<file path="src/rtl/mdu_ctrl_if.sv">
// Bus between the EX-stage MDU sequencer and the mul/div units.
// The master side is the sequencer; the slave side is the arithmetic units.
interface mdu_ctrl_if;
  logic        mul_signed;
  logic [31:0] mul_ina;
  logic [31:0] mul_inb;
  logic [63:0] mul_result;
  logic        div_start;
  logic        div_signed;
  logic [31:0] div_opdata1;
  logic [31:0] div_opdata2;
  logic        div_annul;
  logic [63:0] div_result;
  logic        div_ready;

  modport master (
    output mul_signed, mul_ina, mul_inb,
    output div_start, div_signed, div_opdata1,
    output div_opdata2, div_annul,
    input  mul_result, div_result, div_ready
  );

  modport slave (
    input  mul_signed, mul_ina, mul_inb,
    input  div_start, div_signed, div_opdata1,
    input  div_opdata2, div_annul,
    output mul_result, div_result, div_ready
  );
endinterface

</file>
<file path="src/rtl/mdu_ctrl.sv">
// EX-stage multiply/divide sequencer owning HI/LO.
// Launches mul/div ops, stalls EX until done, handles MTHI/MTLO.
module mdu_ctrl #(
  parameter int MUL_LAT = 2,
  parameter int CNT_W   = 4
) (
  input  logic        clk,
  input  logic        resetn,
  input  logic        flush,
  input  logic [2:0]  md_op,
  input  logic [31:0] src1,
  input  logic [31:0] src2,
  output logic        stall_req,
  output logic [31:0] hi,
  output logic [31:0] lo,
  mdu_ctrl_if.master  bus
);

  typedef enum logic [1:0] {
    IDLE, MUL_WAIT, DIV_WAIT, DONE
  } state_t;

  state_t r_state, w_next;

  logic [31:0]      r_a, r_b, r_hi, r_lo;
  logic             r_sgn;
  logic [CNT_W-1:0] r_cnt;

  logic        w_mul_op, w_div_op, w_latch;
  logic        w_wr_hi, w_wr_lo;
  logic [31:0] w_hi_d, w_lo_d;
  logic        w_in_mul, w_in_div;

  assign w_mul_op = (md_op == 3'd1) || (md_op == 3'd2);
  assign w_div_op = (md_op == 3'd3) || (md_op == 3'd4);
  assign w_in_mul = (r_state == MUL_WAIT);
  assign w_in_div = (r_state == DIV_WAIT);

  always_comb begin
    w_next        = r_state;
    stall_req     = 1'b0;
    bus.div_start = 1'b0;
    bus.div_annul = 1'b0;
    w_latch       = 1'b0;
    w_wr_hi       = 1'b0;
    w_wr_lo       = 1'b0;
    w_hi_d        = r_hi;
    w_lo_d        = r_lo;
    unique case (r_state)
      IDLE: begin
        if (!flush) begin
          if (w_mul_op || w_div_op) begin
            stall_req = 1'b1;
            w_latch   = 1'b1;
            w_next    = w_mul_op ? MUL_WAIT : DIV_WAIT;
          end else if (md_op == 3'd5) begin
            w_wr_hi = 1'b1;
            w_hi_d  = src1;
          end else if (md_op == 3'd6) begin
            w_wr_lo = 1'b1;
            w_lo_d  = src1;
          end
        end
      end
      MUL_WAIT: begin
        stall_req = 1'b1;
        if (!flush && r_cnt == '0) begin
          w_next  = DONE;
          w_wr_hi = 1'b1;
          w_wr_lo = 1'b1;
          w_hi_d  = bus.mul_result[63:32];
          w_lo_d  = bus.mul_result[31:0];
        end
      end
      DIV_WAIT: begin
        stall_req = 1'b1;
        if (flush) begin
          bus.div_annul = 1'b1;
        end else if (bus.div_ready) begin
          w_next  = DONE;
          w_wr_hi = 1'b1;
          w_wr_lo = 1'b1;
          w_hi_d  = bus.div_result[63:32];
          w_lo_d  = bus.div_result[31:0];
        end else begin
          bus.div_start = 1'b1;
        end
      end
      DONE: begin
        w_next = IDLE;
      end
      default: w_next = IDLE;
    endcase
    // flush beats every completion and launch
    if (flush) begin
      w_next    = IDLE;
      stall_req = 1'b0;
    end
  end

  always_ff @(posedge clk) begin
    if (!resetn) r_state <= IDLE;
    else         r_state <= w_next;
  end

  always_ff @(posedge clk) begin
    if (!resetn) begin
      r_a   <= '0;
      r_b   <= '0;
      r_sgn <= 1'b0;
      r_cnt <= '0;
      r_hi  <= '0;
      r_lo  <= '0;
    end else begin
      if (w_latch) begin
        r_a   <= src1;
        r_b   <= src2;
        r_sgn <= (md_op == 3'd1) || (md_op == 3'd3);
        r_cnt <= CNT_W'(MUL_LAT - 1);
      end else if (w_in_mul && r_cnt != '0) begin
        r_cnt <= r_cnt - 1'b1;
      end
      if (w_wr_hi) r_hi <= w_hi_d;
      if (w_wr_lo) r_lo <= w_lo_d;
    end
  end

  assign bus.mul_signed  = w_in_mul & r_sgn;
  assign bus.mul_ina     = w_in_mul ? r_a : '0;
  assign bus.mul_inb     = w_in_mul ? r_b : '0;
  assign bus.div_signed  = w_in_div & r_sgn;
  assign bus.div_opdata1 = w_in_div ? r_a : '0;
  assign bus.div_opdata2 = w_in_div ? r_b : '0;

  assign hi = r_hi;
  assign lo = r_lo;

endmodule

</file>
<file path="src/flat_wrapper.sv">
// flat-port wrapper written by rule: the top's interface ports become plain ports
module mdu_ctrl_flat 
#(
  parameter int MUL_LAT = 2,
  parameter int CNT_W   = 4
)
  (clk, resetn, flush, md_op, src1, src2, stall_req, hi, lo, bus_mul_signed, bus_mul_ina, bus_mul_inb, bus_div_start, bus_div_signed, bus_div_opdata1, bus_div_opdata2, bus_div_annul, bus_mul_result, bus_div_result, bus_div_ready);
  mdu_ctrl_if bus_i ();
  input  logic clk;
  input  logic resetn;
  input  logic flush;
  input  logic [2:0] md_op;
  input  logic [31:0] src1;
  input  logic [31:0] src2;
  output logic stall_req;
  output logic [31:0] hi;
  output logic [31:0] lo;
  output wire logic [$bits(bus_i.mul_signed)-1:0] bus_mul_signed;
  output wire logic [$bits(bus_i.mul_ina)-1:0] bus_mul_ina;
  output wire logic [$bits(bus_i.mul_inb)-1:0] bus_mul_inb;
  output wire logic [$bits(bus_i.div_start)-1:0] bus_div_start;
  output wire logic [$bits(bus_i.div_signed)-1:0] bus_div_signed;
  output wire logic [$bits(bus_i.div_opdata1)-1:0] bus_div_opdata1;
  output wire logic [$bits(bus_i.div_opdata2)-1:0] bus_div_opdata2;
  output wire logic [$bits(bus_i.div_annul)-1:0] bus_div_annul;
  input wire logic [$bits(bus_i.mul_result)-1:0] bus_mul_result;
  input wire logic [$bits(bus_i.div_result)-1:0] bus_div_result;
  input wire logic [$bits(bus_i.div_ready)-1:0] bus_div_ready;
  assign bus_mul_signed = bus_i.mul_signed;
  assign bus_mul_ina = bus_i.mul_ina;
  assign bus_mul_inb = bus_i.mul_inb;
  assign bus_div_start = bus_i.div_start;
  assign bus_div_signed = bus_i.div_signed;
  assign bus_div_opdata1 = bus_i.div_opdata1;
  assign bus_div_opdata2 = bus_i.div_opdata2;
  assign bus_div_annul = bus_i.div_annul;
  assign bus_i.mul_result = bus_mul_result;
  assign bus_i.div_result = bus_div_result;
  assign bus_i.div_ready = bus_div_ready;
  mdu_ctrl #(.MUL_LAT(MUL_LAT), .CNT_W(CNT_W)) u_core (.clk(clk), .resetn(resetn), .flush(flush), .md_op(md_op), .src1(src1), .src2(src2), .stall_req(stall_req), .hi(hi), .lo(lo), .bus(bus_i));
endmodule
</file>
<file path="config.mk">
export PLATFORM = sky130hd
export DESIGN_NAME = mdu_ctrl_flat
export DESIGN_NICKNAME = d
export VERILOG_FILES = /design/src/rtl/mdu_ctrl_if.sv /design/src/rtl/mdu_ctrl.sv /design/src/flat_wrapper.sv
export SDC_FILE = /design/constraint.sdc
export NUM_CORES = 1
export LEC_CHECK = 0
export CAP_MARGIN = 0
export CORE_AREA = 4 4 150 152
export CTS_CLUSTER_SIZE = 40
export DETAILED_ROUTE_END_ITERATION = 12
export DIE_AREA = 0 0 154 156
export GPL_TIMING_DRIVEN = 0
export PLACE_DENSITY = 0.73
export REMOVE_ABC_BUFFERS = 1
export SYNTH_ARGS = -nofsm -noshare
export SYNTH_HDL_FRONTEND = slang
export SYNTH_SLANG_ARGS = --single-unit
</file>
<file path="constraint.sdc">
create_clock -name clk -period 3.7 [get_ports clk]
set_input_delay 0.74 -clock clk [delete_from_list [all_inputs] [get_ports clk]]
set_output_delay 0.74 -clock clk [all_outputs]
set_load 0.05 [all_outputs]
</file>
## Yosys cells after proc, flatten, opt, wreduce, memory -nomap -nowiden

Index checks and enable logic that the tools add are counted.

- Bits in registers: 135
- Logic and storage cells: 96
- Output and inout bits: 197
- Input port bits: 199

- Equal/unequal tests: 18
- Bitwise operators: 3
- Reduce and logical (&&, ||, !) cells: 18
- $add $sub $neg: 1
- Mux-type cells: 48

Operators with widths:

| cell | count |
|---|---|
| 32-bit two-way mux | 17 |
| 32-bit one-hot mux with 3 select lines | 2 |
| 1-bit two-way mux | 21 |
| 2-bit != test, second input constant | 6 |
| 3-bit == test, second input constant | 3 |
| 9-bit AND reduction | 1 |
| 2-bit two-way mux | 4 |
| 2-bit one-hot mux with 4 select lines | 1 |
| 8-bit AND reduction | 1 |
| 3-bit by 2-bit == test with 1-bit output, second input constant | 2 |
| 2-bit by 1-bit != test with 1-bit output, second input constant | 3 |
| 1-bit one-hot mux with 3 select lines | 2 |
| 2-bit OR reduction | 3 |
| 2-bit == test, second input constant | 2 |
| 4-bit logical NOT | 1 |
| 1-bit logical OR | 4 |
| 4-bit nonzero test | 1 |
| 4-bit by 1-bit subtractor with 4-bit output, second input constant | 1 |
| 3-bit by 1-bit == test with 1-bit output, second input constant | 1 |
| 3-bit AND reduction | 1 |
| 3-bit nonzero test | 1 |
| 1-bit AND | 2 |
| 2-bit by 1-bit == test with 1-bit output, second input constant | 1 |
| 1-bit logical AND | 2 |
| other kinds (5) | 5 |

## Logic depth before layout (Yosys ltp)

Gate-level depths: netlist of run 1.

- Word-level depth: 7
- Depth in mapped cells: 9
- Depth with buffers taken out: 6

## Worst setup path before layout of run 1

No wires, ideal clock.

- Kind: reg2out
- Start point: reg u_core.r_state[0]
- End point: out bus_div_opdata2[10]
- Buffers on the path: 4
- Setup slack: 0.997 ns
- Cell stages (with the launch flop): 8
- Arrival: 1.963 ns
- Required time: 2.960 ns
- Path through: dfxtp_1 inv_1 ha_1 clkbuf_1 clkbuf_1 clkbuf_1 clkbuf_1 and2_1

- Word-level cells in the longest chain between the ends: 2

Ends and longest elaborated chain:

| what | line | RTL |
|---|---|---|
| start, declared | mdu_ctrl.sv:23 | `state_t r_state, w_next;` |
| start signal, assigned | mdu_ctrl.sv:103 | `else r_state <= w_next;` |
| 2-bit == test | mdu_ctrl.sv:37 | `assign w_in_div = (r_state == DIV_WAIT);` |
| 32-bit two-way mux | mdu_ctrl.sv:133 | `assign bus.div_opdata2 = w_in_div ? r_b : '0;` |
| end, declared | flat_wrapper.sv:24 | `output wire logic [$bits(bus_i.div_opdata2)-1:0] bus_div_opdata2;` |

Every way passes these cells.

## Final worst setup path of run 1

- Start point: reg u_core.r_state[0]
- End point: out bus_div_opdata2[0]

Same word-level chain as after synthesis.

==> results of run 1 <==
-- kinds of logic after synthesis --
group                    share of synthesized area, %
AND/OR/NAND/NOR                                  26.3
AO/OA/AOI/OAI                                    21.2
flip-flops                                       36.4
buffers and inverters                            5.31
multiplexers                                     8.91
adder cells (fa/ha/maj)                          1.18
XOR/XNOR                                        0.591
-- cells in the mapped netlist (3+ instances only) --
| cell type | number |
|---|---|
| o21ai_0 | 4 |
| nor2_1 | 6 |
| buf_1 | 6 |
| o211ai_1 | 64 |
| a22oi_1 | 64 |
| dfxtp_1 | 135 |
| and2_1 | 131 |
| xnor2_1 | 3 |
| inv_1 | 4 |
| ha_1 | 7 |
| a21boi_0 | 5 |
| buf_2 | 6 |
| nor3b_1 | 4 |
| mux2i_1 | 66 |
| nand2b_1 | 3 |
| nand2_1 | 262 |
| buf_6 | 6 |
| clkbuf_1 | 69 |
| a21boi_1 | 61 |
-- worst max-delay path by stage --
stage,start,endpoint,slack [ps],cells past startpoint
after floorplan,u_core.r_state[0],bus_div_start,-690,4
after global placement,resetn,u_core.r_state[1],-3100,4
after detailed placement,md_op[1],stall_req,140,5
after CTS,md_op[1],stall_req,100,5
after global routing,u_core.r_state[0],bus_div_opdata2[0],30,5
final,u_core.r_state[0],bus_div_opdata2[0],120,5
-- layout by cell type (no fill, tap or decap), drive strengths merged --
cell and n:
nand3b 1, a21oi 1, buf 12, nand4 1, nand3 2, ha 7
nor3 3, inv 5, dlygate4sd2 1, clkinvlp 2, bufinv 3, nor2 6
and2 131, clkinv 6, clkdlybuf4s50 393, o21a 2, o2111ai 2, xor2 2
o211ai 64, a21boi 66, or3 1, xnor2 3, mux2i 66, dfxtp 135
nand2 262, nand2b 3, a311oi 1, nor2b 2, o21ai 5, nor3b 4
or3b 2, a22oi 64, clkbuf 19
-- worst max-delay path, stage by stage (launching register included) --
cell and delay, ps:
dfxtp_1 370, inv_1 200, ha_4 460, buf_16 290
and2_1 220, clkdlybuf4s50_1 820
-- state kept, by name (all words and copies together), names as in the netlist --
| signal | count |
|---|---|
| u_core.lo | 32 |
| u_core.hi | 32 |
| u_core.r_state | 2 |
| u_core.r_b | 32 |
| u_core.r_cnt | 4 |
| u_core.r_a | 32 |
| u_core.r_sgn | 1 |
-- stage by stage --
stage / std cells / cell area (sq um) / util, % / TNS [ps]
floorplan: 840 / 7040 / - / -14910
global placement: 1510 / 11300 / 53.9 / -597050
detailed placement: 1519 / 11600 / 55.2 / 0
CTS: 1552 / 12200 / 58.3 / 0
global route: 1552 / 12300 / 58.3 / 0
finish: 1552 / 12300 / 58.3 / 0
-- layer usage --
layer / global-route usage (%) / wire length, microns
met3: 7.13 / 2190
met2: 38.6 / 13700
met1: 24.8 / 10900
met5: 0 / 0
met4: 6.69 / 526
-- layout make-up --
type | instances | area [sq um] | area share (%)
flip-flops and latches | 135 | 2700 | 22.1
clock inverters | 12 | 151 | 1.24
multi-input cells | 701 | 4370 | 35.7
repair buffers | 406 | 4210 | 34.4
inverters | 4 | 15.0 | 0.123
clock buffers | 19 | 453 | 3.70
well taps | 275 | 344 | 2.81
-- power groups by stage --
stage | sequential, mW | clock [mW] | combinational, mW
finish | 1.57 | 1.74 | 0.982
global route | 1.58 | 1.84 | 1.06
CTS | 1.57 | 1.78 | 0.989
detailed placement | 1.60 | 0 | 0.976
global placement | 1.60 | 0 | 0.968
floorplan | 1.67 | 0 | 0.425
-- what timing repair did --
item	4_1_cts	5_1_grt
resized for setup	1	1
pin swaps	1	0
endpoints found under the setup margin	36	1
buffers inserted	2	0
==> results.toml, run 1 <==
[worst_setup_path]
cp-start-kind = "register"
timing.rr.start = "u_core.r_state[0]"
endpoint_kind = "primary output"
r2r_slack_ps = 890
worstSetupPathType = "reg2out"
cp.arrival_ps = 2840
critPathMaxFanout = 68
worstPathRequired_ps = 2960
r2r-end = "u_core.hi[7]"
ff2ff_path_depth = 8

[outcome]
outcome = "finished clean"

[flow_run]
drv_cap = 0

[route]
drc = 0
ant_nets = 0
drt-total-wl_mm = 27.3
routedWlPerCell_microns = 17.6
routed_via_density = 4.98
drtPass1Iterations = 5
drtIter0Drc = 326
vias = 7723

[power_and_ir_drop]
ir_worst_vdd_mv = 0.286
leakage_nw = 4.65
p_clk_share_pct = 40.6
power.internal_mw = 3.06
combPwrFrac_pct = 22.8
seq_power_share_pct = 36.6
pwr_density_cell_mw_per_mm2 = 351
total_power_mw = 4.30
power.switching_mw = 1.23
power_switching_share_pct = 28.7

[sta]
clock_skew_ps = 10.6
fmax_mhz = 280
hold_viol = 0
rsz0062_at_grt = "no"
fin_crit_sh_pct = 96.7
setup_viol = 0
setup_ws_ps = 123
worstMarginPinSlew_ps = 909
maxSlewHeadroom_pct = 39.4
drv_slew = 0
hold-worst-slack_ps = 456
period_minus_slack_ps = 3580

[synth]
synth_area_sq_mm = 0.00742
ys.flop_type = "dfxtp_1"
synth_seq_area_share_pct = 36.4
synthArstFlopShare_pct = 0
yosysTopAreaCell = "dfxtp_1"
synthTopCellsByArea = "dfxtp_1 (36%), nand2_1 (13%), and2_1 (11%), mux2i_1 (8.9%), a22oi_1 (6.5%)"
ys_warn_count = 0
synth_top_cell_area_share_pct = 36.4
synthesis.instances = 927
synth_edf_count = 0
synth_cell_types = 34
syn_area_per_cell_sq_um = 8.00
ys_ff_latch = 135

[cells_and_area]
area_growth_pct = 65.2
layout.nets = 1471
drive_above_1_share_pct = 4.15
fill_cells = 1899
insertedDiodeCount = 0

[clock_tree]
cts_tree = "yes"
cts.path.max_buffers = 2
clock_sinks = 135
clk_pin_slew_ps = 60
clock-root-buffer = "clkbuf_16"
clock_latency_ps = 410
h-tree-depth = 4
hold_buffers = 0
cts_made_buffers = 17

[floorplanning]
initial_core_util_pct = 35.3
ioPinCount = 396
die_area_sq_mm = 0.0240
fp.dieH_microns = 156
rows = 53
design.core.area_sq_mm = 0.0210
dieWidth_microns = 154

[hold_path]
min_path_cells = 2
hold_end = "u_core.r_b[2]"
hold_start = "u_core.r_b[2]"
hold_path_class = "reg2reg"

[grt]
grt_pass1_wl_mm = 42.1
grt_overflow_total = 0
grt_pass1_vias = 7754
antenna_found_initial = 0
grt.total_usage_pct = 21.7
grt_max_degree = 117

[placed_design]
dpl_worst_slack_ps = 144
globalplace.congestion = 0.802
dpl.hpwl_mm = 19.7
io_buffers = 395
Power figures use the tool's default switching activity.
==> run 2, diff against run 1 <==
--- a/config.mk
+++ b/config.mk
@@ -10,7 +10,7 @@
 export CTS_CLUSTER_SIZE = 40
 export DETAILED_ROUTE_END_ITERATION = 12
 export DIE_AREA = 0 0 154 156
-export GPL_TIMING_DRIVEN = 0
+export GPL_TIMING_DRIVEN = 1
 export PLACE_DENSITY = 0.73
 export REMOVE_ABC_BUFFERS = 1
 export SYNTH_ARGS = -nofsm -noshare
==> constraint.sdc (replaced) <==
create_clock -name clk -period 3.7 [get_ports clk]
set_input_delay 0.74 -clock clk [delete_from_list [all_inputs] [get_ports clk]]
set_output_delay 0.74 -clock clk [all_outputs]
set_load 0.005 [all_outputs]
==> results.toml, run 2 (synthesized netlist as in run 1, its figures left out) <==
[floorplanning]
die_area_sq_mm = 0.0240
fp.dieH_microns = 156
dieWidth_microns = 154
initial_core_util_pct = 35.3
rows = 53
design.core.area_sq_mm = 0.0210
ioPinCount = 396

[grt]
grt_max_degree = 109
grt_pass1_wl_mm = 41.1
grt_overflow_total = 0
antenna_found_initial = 0
grt.total_usage_pct = 21.2
grt_pass1_vias = 7613

[cells_and_area]
final_common_cell = "clkdlybuf4s50_1"
drive_above_1_share_pct = 4.22
instances_no_fill = 1556
fill_cells = 1938
layout_common_cells = "clkdlybuf4s50_1 (394), nand2_1 (262), dfxtp_1 (135)"
area_growth_pct = 63.2
fin_area_sq_mm = 0.0121
layout.nets = 1474
insertedDiodeCount = 0

[clock_tree]
hold_buffers = 0
clk_pin_slew_ps = 60
ctsResizeCount = 0
clock_latency_ps = 400
cts.path.max_buffers = 2
clock_sinks = 135
cts_made_buffers = 17
clock-root-buffer = "clkbuf_16"
post-cts-setup-buffer-count = 0
h-tree-depth = 4
cts_tree = "yes"

[outcome]
outcome = "finished clean"

[route]
vias = 7661
routed.top_layer = "met4"
drtIter0Drc = 360
routed_via_density = 4.92
wl_met3_mm = 2.09
routedWlPerCell_microns = 17.4
drt-total-wl_mm = 27.1
drc = 0
ant_nets = 0
drtPass1Iterations = 4
met2_length_mm = 13.5
wl_met1_mm = 11.0

[worst_setup_path]
max_stage_delay_ps = 560
worstSetupPathType = "in2out"
critPathTopFamily = "buffers and inverters"
cp.arrival_ps = 2560
crit_path_cell_trace = "clkdlybuf4s50_1 > nor3_1 > nor3b_1 > o21a_1 > clkdlybuf4s50_1"
worstPathRequired_ps = 2960
endpoint_kind = "primary output"
cp-start-kind = "input port"
crit_path_top_delay_cell = "nor3_1"
critPathMaxFanout = 6
cp.buffers_inverters = 2
crit_top_cell = "clkdlybuf4s50_1"

[sta]
fmax_mhz = 303
setup_viol = 0
fin_crit_sh_pct = 89.3
clock_skew_ps = 6.79
hold_viol = 0
setup_tns_ps = 0
drv_slew = 0
worstMarginPinSlew_ps = 831
period_minus_slack_ps = 3300
hold-worst-slack_ps = 456
setup_ws_ps = 396
maxSlewHeadroom_pct = 44.6
rsz0062_at_grt = "no"

[power_and_ir_drop]
pwr_density_cell_mw_per_mm2 = 330
leakage_nw = 4.57
ir_worst_vdd_mv = 0.300

[placed_design]
place_area_sq_mm = 0.0115
dpl.hpwl_mm = 20.2
io_buffers = 395
dpl_worst_slack_ps = 401
place_inst = 1524
globalplace.congestion = 0.796

[flow_run]
drv_cap = 0

[hold_path]
hold_path_class = "reg2reg"
run 2: worst reg2reg max path: cells and delay by family, from the launching register on:
family | cells | cell delay, ps
and+or+nand+nor | 1 | 110
adders and majority gates | 1 | 520
muxes | 1 | 150
DFF | 1 | 360
AOI/OAI and AO/OA | 2 | 600
buffers and inverters | 3 | 780
run 2: worst paths after layout:
| kind | start | endpoint | slack, ps | cells after the start |
|---|---|---|---|---|
| worst max-delay path | md_op[1] | stall_req | 400 | 5 |
| worst max register to register | u_core.r_state[1] | u_core.lo[30] | 1080 | 8 |
| worst min register to register | u_core.lo[5] | u_core.lo[5] | 460 | 2 |
| worst min-delay path | u_core.lo[5] | u_core.lo[5] | 460 | 2 |
run 2: stage by stage:
stage	power [mW]	utilization, %
after CTS	4.04	57.6
after floorplan	1.96	-
after global routing	4.18	57.6
after detailed placement	2.43	54.9
final	3.99	57.6
after global placement	2.42	54.9
run 2: layout make-up:
type | count | area (sq um) | area share (%)
clock buffer | 19 | 433 | 3.58
clock inverter | 13 | 124 | 1.02
inverter | 4 | 15.0 | 0.124
multi-input combinational | 701 | 4370 | 36.1
sequential | 135 | 2700 | 22.3
tap | 275 | 344 | 2.84
timing repair buffer | 409 | 4120 | 34.0
run 2: routing by layer:
metal	GRT usage, %	vias up
met2	37.9	281
met5	0	-
li1	-	3830
met1	24.7	3523
met4	5.42	0
met3	6.66	27
run 2: power breakdown:
group          switching (mW)  internal [mW]  total [mW]
clock network           0.669          0.931        1.60
registers              0.0496           1.52        1.57
logic                   0.389          0.430       0.820
total                    1.11           2.89        3.99
